[config.mk]
export PLATFORM = sky130hd
export DESIGN_NAME = io_cell_cfg_ctrl
export DESIGN_NICKNAME = d
export VERILOG_FILES = /design/src/rtl/io_cell_cfg_ctrl.sv
export SDC_FILE = /design/constraint.sdc
export NUM_CORES = 1
export LEC_CHECK = 0
export BUFFER_PORTS_ARGS = -buffer_cell sky130_fd_sc_hd__buf_2
export CORE_ASPECT_RATIO = 0.6
export CORE_MARGIN = 5
export CORE_UTILIZATION = 62
export DETAILED_ROUTE_END_ITERATION = 12
export PLACE_DENSITY = 0.93
export SETUP_SLACK_MARGIN = 0.15
export SLEW_MARGIN = 30
export SYNTH_ARGS = -nofsm -noshare
export SYNTH_HDL_FRONTEND = slang
export SYNTH_SLANG_ARGS = --single-unit
[constraint.sdc]
create_clock -name clk -period 6.1 [get_ports clk]
set_input_delay 0.305 -clock clk [delete_from_list [all_inputs] [get_ports clk]]
set_output_delay 0.305 -clock clk [all_outputs]
set_load 0.005 [all_outputs]
[src/rtl/io_cell_cfg_ctrl.sv]
// IO cell configuration controller: per-cell shadow/active config registers with
// atomic commit over a req/ack register port, plus synchronised, glitch-filtered pad inputs.
module io_cell_cfg_ctrl #(
  parameter int                    NUM_CELLS  = 25,
  parameter int                    CONF_WIDTH = 5,
  parameter int                    FILT_LEN   = 4,
  parameter logic [CONF_WIDTH-1:0] RESET_CFG  = {CONF_WIDTH{1'b0}}
) (
  input  logic                            clk,
  input  logic                            rst_n,
  input  logic                            reg_req,
  input  logic                            reg_we,
  input  logic [7:0]                      reg_addr,
  input  logic [31:0]                     reg_wdata,
  output logic [31:0]                     reg_rdata,
  output logic                            reg_ack,
  output logic                            reg_err,
  output logic [NUM_CELLS*CONF_WIDTH-1:0] cell_cfg,
  input  logic [NUM_CELLS-1:0]            pad_in,
  output logic [NUM_CELLS-1:0]            pad_in_filt,
  output logic                            cfg_update
);

  localparam int               TOT_W        = NUM_CELLS * CONF_WIDTH;
  localparam logic [7:0]       ADDR_CTRL    = 8'(NUM_CELLS);
  localparam logic [7:0]       ADDR_STAT    = 8'(NUM_CELLS + 1);
  localparam bit               FILT_PRESENT = (FILT_LEN > 0);
  localparam int               CNT_W        = FILT_PRESENT ? $clog2(FILT_LEN + 1) : 1;
  localparam logic [CNT_W-1:0] CNT_MAX      = CNT_W'(FILT_PRESENT ? FILT_LEN - 1 : 0);
  localparam logic [CNT_W-1:0] CNT_ONE      = CNT_W'(1);
  localparam logic [CNT_W-1:0] CNT_ZERO     = {CNT_W{1'b0}};

  logic [TOT_W-1:0]     r_shadow;
  logic [TOT_W-1:0]     r_active;
  logic                 r_filt_en;
  logic                 r_ack;
  logic                 r_err;
  logic                 r_cfg_update;
  logic [31:0]          r_rdata;
  logic [NUM_CELLS-1:0] r_sync1;
  logic [NUM_CELLS-1:0] r_sync2;
  logic [NUM_CELLS-1:0] r_filt;
  logic [CNT_W-1:0]     r_cnt [NUM_CELLS];

  logic        w_acc;
  logic        w_err;
  logic        w_wr_ok;
  logic        w_ctrl_wr;
  logic        w_pending;
  logic        w_filt_on;
  logic        w_filt_clr;
  logic [31:0] w_rdata;
  logic        w_unused;

  // Access decode; an access is accepted only while no ack is outstanding
  always_comb begin
    w_acc      = reg_req & ~r_ack;
    w_err      = (reg_addr > ADDR_STAT) | (reg_we & (reg_addr == ADDR_STAT));
    w_wr_ok    = w_acc & reg_we & ~w_err;
    w_ctrl_wr  = w_wr_ok & (reg_addr == ADDR_CTRL);
    w_pending  = (r_shadow != r_active);
    w_filt_on  = r_filt_en & FILT_PRESENT;
    w_filt_clr = w_ctrl_wr & (reg_wdata[1] != r_filt_en);
    w_unused   = ^reg_wdata;
  end

  // Read data mux; errored accesses and writes return zero
  always_comb begin
    w_rdata = 32'h0000_0000;
    if (w_err || reg_we) begin
      w_rdata = 32'h0000_0000;
    end else if (reg_addr == ADDR_CTRL) begin
      w_rdata = {30'h0, r_filt_en, 1'b0};
    end else if (reg_addr == ADDR_STAT) begin
      w_rdata = {31'h0, w_pending};
    end else begin
      for (int n = 0; n < NUM_CELLS; n++) begin
        w_rdata[CONF_WIDTH-1:0] = w_rdata[CONF_WIDTH-1:0] |
          ((reg_addr == 8'(n)) ? r_shadow[n*CONF_WIDTH +: CONF_WIDTH] : {CONF_WIDTH{1'b0}});
      end
    end
  end

  // Register port, shadow/active config and commit
  always_ff @(posedge clk or negedge rst_n) begin
    if (!rst_n) begin
      r_shadow     <= {NUM_CELLS{RESET_CFG}};
      r_active     <= {NUM_CELLS{RESET_CFG}};
      r_filt_en    <= 1'b1;
      r_ack        <= 1'b0;
      r_err        <= 1'b0;
      r_cfg_update <= 1'b0;
      r_rdata      <= 32'h0000_0000;
    end else begin
      r_ack        <= w_acc;
      r_err        <= w_acc & w_err;
      r_rdata      <= w_acc ? w_rdata : 32'h0000_0000;
      r_cfg_update <= 1'b0;
      if (w_ctrl_wr) begin
        r_filt_en <= reg_wdata[1];
        if (reg_wdata[0]) begin
          r_active     <= r_shadow;
          r_cfg_update <= (r_shadow != r_active);
        end
      end else if (w_wr_ok) begin
        for (int n = 0; n < NUM_CELLS; n++) begin
          if (reg_addr == 8'(n)) begin
            r_shadow[n*CONF_WIDTH +: CONF_WIDTH] <= reg_wdata[CONF_WIDTH-1:0];
          end
        end
      end
    end
  end

  // Pad synchroniser and per-cell stability filter
  always_ff @(posedge clk or negedge rst_n) begin
    if (!rst_n) begin
      r_sync1 <= {NUM_CELLS{1'b0}};
      r_sync2 <= {NUM_CELLS{1'b0}};
      r_filt  <= {NUM_CELLS{1'b0}};
      for (int n = 0; n < NUM_CELLS; n++) begin
        r_cnt[n] <= CNT_ZERO;
      end
    end else begin
      r_sync1 <= pad_in;
      r_sync2 <= r_sync1;
      for (int n = 0; n < NUM_CELLS; n++) begin
        if (!w_filt_on) begin
          r_filt[n] <= r_sync2[n];
          r_cnt[n]  <= CNT_ZERO;
        end else if ((r_sync2[n] == r_filt[n]) || w_filt_clr) begin
          r_cnt[n] <= CNT_ZERO;
        end else if (r_cnt[n] == CNT_MAX) begin
          r_filt[n] <= r_sync2[n];
          r_cnt[n]  <= CNT_ZERO;
        end else begin
          r_cnt[n] <= r_cnt[n] + CNT_ONE;
        end
      end
    end
  end

  assign reg_ack     = r_ack;
  assign reg_err     = r_err;
  assign reg_rdata   = r_rdata;
  assign cfg_update  = r_cfg_update;
  assign cell_cfg    = r_active;
  assign pad_in_filt = r_filt;

endmodule
==> results.json <==
{
  "yosysWarningCount": 0,
  "yosysSeqAreaShare_pct": 56.03,
  "num-fill-cells": 1903,
  "intPower_w": 0.004265,
  "tritoncts": "built",
  "grt_pass1_vias": 12720,
  "drv.max_cap_violation_count": 0,
  "setup_viol": 0,
  "tightest_slew_ns": 1.048,
  "globalplace.congestion": 1.032,
  "routed_wire_length_per_instance_microns": 26.91,
  "synth_xor_xnor_area_share_pct": 6.377,
  "syn-cell-area_sq_um": 18270,
  "worstPathArrival_ns": 3.63,
  "fin_tns_setup_ns": 0,
  "power.share.combinational_pct": 3.8,
  "post_synth_and_or_nand_nor_area_fraction_pct": 10.84,
  "antenna_found_initial": 3,
  "clock.fmax_mhz": 312.6,
  "post-route-min-period_ns": 3.199,
  "netlist.area_leader.share_pct": 55.89,
  "r2r_start": "reg_ack",
  "clock_insertion_delay_worst_skew_ns": 0.55,
  "number_of_h_tree_levels": 2,
  "total_leakage_power_nw": 10.35,
  "numPortBuffers": 199,
  "synth_ff_type": "sky130_fd_sc_hd__dfrtp_1",
  "netlist.top_cell.by_area": "sky130_fd_sc_hd__dfrtp_1",
  "design_power_total_w": 0.005485,
  "post_cts_buffers": 0,
  "fin_worst_skew_ns": 0.02212,
  "die_h_microns": 143.0,
  "final_cell_mix": "408 x sky130_fd_sc_hd__dfrtp_1, 207 x sky130_fd_sc_hd__mux2_2, 198 x sky130_fd_sc_hd__buf_2",
  "synth-adder-area-share_pct": 1.712,
  "synth_compound_area_share_pct": 4.541,
  "switching_share_pct": 22.24,
  "p_sw_w": 0.001220,
  "netlist_top_cells_area": "sky130_fd_sc_hd__dfrtp_1 56%, sky130_fd_sc_hd__mux2_2 13%, sky130_fd_sc_hd__xnor2_1 5.3%",
  "final.setup.worst_slack_ns": 2.901,
  "area.growth.synth_to_final_pct": 15.65,
  "detailedPlace.worstSlack_ns": 2.568,
  "nNetsFinal": 1666,
  "worst-r2r-cell-count": 7,
  "grt_start_max_net_pins": 158,
  "cts_num_sinks": 409,
  "synth_enable_flop_cells": 0,
  "hpwl_microns": 38370,
  "ctsHoldBuffers": 26,
  "hold_class": "in -> reg",
  "number_of_cts_inserted_buffers": 37,
  "core.rowCount": 48,
  "timing.slew.headroom_pct": 29.57,
  "finalWirelength_microns": 53830,
  "timing.rr.end": "r_shadow[47]",
  "synth-async-reset-ratio_pct": 100.0,
  "worst-r2r-setup-slack_ns": 2.90,
  "cts-root-to-sink-buffers": 3,
  "global_route_usage_over_all_layers_pct": 32.46,
  "final_antenna_net_count": 0,
  "syn-mean-instance-area_sq_um": 13.46,
  "final_core_utilization_pct": 73.13,
  "pwr-share-seq_pct": 50.4,
  "horizontal_die_dimension_microns": 231.6,
  "p_per_area_nw_per_um2": 259.6,
  "grt_pass1_wl_microns": 80650,
  "syn_inst": 1357,
  "p_clk_share_pct": 45.9,
  "drcViolationCount": 0,
  "startpoint_type": "flip-flop",
  "clk_transition_reported_paths_ns": 0.07,
  "placeableCoreArea_sq_um": 28890,
  "final_common_cell": "sky130_fd_sc_hd__dfrtp_1",
  "die_footprint_sq_um": 33110,
  "setup.worst_path.start": "reg_ack",
  "run_status": "completed",
  "first_pass_iters": 5,
  "crit_required_ns": 6.53,
  "min_period_over_period_pct": 52.45,
  "endpoint_kind": "flip-flop",
  "layout-drive-gt1-share_pct": 34.13,
  "routed_via_count_divided_by_cell_count": 6.210,
  "critical_path_maximum_fanout": 23,
  "post_cts_resized": 0,
  "synth_cell_types": 66,
  "total_of_flip_flops_plus_latches_after_synthesis": 409,
  "drtIter0Drc": 1286,
  "antenna_cells": 0,
  "final.hold.worst_slack_ns": 0.07148,
  "timing_hold_violations_final": 0,
  "report.final.slew_viol_count": 0,
  "muxShareOfSynthArea_pct": 17.22,
  "grt_remaining_overflow": 0,
  "io_pins": 254,
  "grt_setup_unrepaired": "no",
  "initial_core_util_pct": 63.24,
  "vdd_drop_max_mv": 0.1853,
  "vias_after_detailed_routing": 12420,
  "setup.worst_path.end": "r_shadow[47]",
  "synth_top_family_by_area": "multiplexers",
  "critPathKind": "reg -> reg",
  "cts_root_buffer": "sky130_fd_sc_hd__clkbuf_16"
}
-- synthesized netlist by cell type (4+ instances only) --
cell / n
sky130_fd_sc_hd__mux2_4: 37
sky130_fd_sc_hd__dfrtp_1: 408
sky130_fd_sc_hd__buf_2: 20
sky130_fd_sc_hd__mux2_1: 17
sky130_fd_sc_hd__xnor2_1: 111
sky130_fd_sc_hd__nor3_2: 7
sky130_fd_sc_hd__nor2b_1: 24
sky130_fd_sc_hd__nand4_1: 30
sky130_fd_sc_hd__nor4_2: 12
sky130_fd_sc_hd__o22ai_1: 6
sky130_fd_sc_hd__inv_1: 27
sky130_fd_sc_hd__clkbuf_1: 24
sky130_fd_sc_hd__buf_4: 33
sky130_fd_sc_hd__a222oi_1: 4
sky130_fd_sc_hd__o21ai_0: 22
sky130_fd_sc_hd__nor4bb_1: 11
sky130_fd_sc_hd__o2bb2ai_1: 7
sky130_fd_sc_hd__nand2_1: 44
sky130_fd_sc_hd__o21ai_1: 12
sky130_fd_sc_hd__nor3_1: 17
sky130_fd_sc_hd__ha_1: 25
sky130_fd_sc_hd__nand2b_1: 32
sky130_fd_sc_hd__nor4b_1: 39
sky130_fd_sc_hd__nor4_1: 31
sky130_fd_sc_hd__buf_6: 4
sky130_fd_sc_hd__a22o_1: 6
sky130_fd_sc_hd__nor3b_1: 14
sky130_fd_sc_hd__nor2_1: 18
sky130_fd_sc_hd__a22oi_1: 29
sky130_fd_sc_hd__xor2_1: 22
sky130_fd_sc_hd__mux2_2: 207
-- registers in the layout, indices dropped and copies added, names as in the netlist --
| register | cells |
|---|---|
| pad_in_filt | 25 |
| r_sync1 | 25 |
| reg_rdata | 5 |
| r_filt_en | 1 |
| r_shadow | 125 |
| cell_cfg | 125 |
| reg_err | 1 |
| r_sync2 | 25 |
| r_cnt | 75 |
| cfg_update | 1 |
| reg_ack | 1 |
-- per-layer routing --
layer / vias up / wire length [microns] / global-route usage, %
li1: 5299 / - / -
met1: 6445 / 22970 / 46.80
met2: 571 / 23140 / 46.37
met3: 101 / 6388 / 13.39
met4: 4 / 1297 / 8.295
met5: - / 34 / 0
-- cell type report --
class / instances / area (sq um) / area share (%)
flip-flops and latches: 409 / 10240 / 48.45
multi-input cells: 863 / 7584 / 35.90
repair buffers: 234 / 1399 / 6.621
clock buffers: 52 / 1085 / 5.135
well taps: 400 / 500.5 / 2.369
clock inverters: 15 / 221.5 / 1.048
inverters: 27 / 101.3 / 0.4797
-- power groups by stage --
stage	logic (W)	registers, W	clock network (W)
6_report	0.000207	0.00276	0.00252
5_1_grt	0.000226	0.00276	0.00265
4_1_cts	0.000205	0.00276	0.00253
3_5_place_dp	0.000191	0.00281	0
3_3_place_gp	0.000184	0.00281	0
2_1_floorplan	0.0000866	0.00281	0
-- cells by family (layout without fill, tap and decap cells) --
logic type,Yosys count,after routing
xor+xnor,133,133
compound gates,116,116
other cells,1,27
fa+ha+maj,25,25
simple gates,298,298
flops,409,409
mux,264,264
buf+inv,111,328
-- worst max-delay path: stages (launching register included) --
cell	delay [ns]
sky130_fd_sc_hd__dfrtp_1	0.40
sky130_fd_sc_hd__nand2b_1	0.19
sky130_fd_sc_hd__inv_1	0.09
sky130_fd_sc_hd__nand4_1	0.27
sky130_fd_sc_hd__nand2b_2	0.68
sky130_fd_sc_hd__or2_2	0.51
sky130_fd_sc_hd__nor2_1	0.51
sky130_fd_sc_hd__mux2_2	0.41
-- through the flow --
step / instances / cell area, sq um
finish: 2000 / 21130
global route: 2000 / 21130
CTS: 2000 / 21120
detailed placement: 1907 / 19550
global placement: 1905 / 19470
floorplan: 1383 / 18370
-- worst min path at each step --
stage                      from     endpoint  cells past startpoint  slack [ns]
finish                  reg_req      reg_ack                      3        0.07
global route            reg_req      reg_ack                      3        0.08
CTS                     reg_req      reg_ack                      3        0.06
detailed placement   r_sync1[1]   r_sync2[1]                      0        0.34
global placement    r_sync1[22]  r_sync2[22]                      0        0.33
floorplan                 rst_n  cell_cfg[0]                      0       0.009
Power figures use the tool's default switching activity.
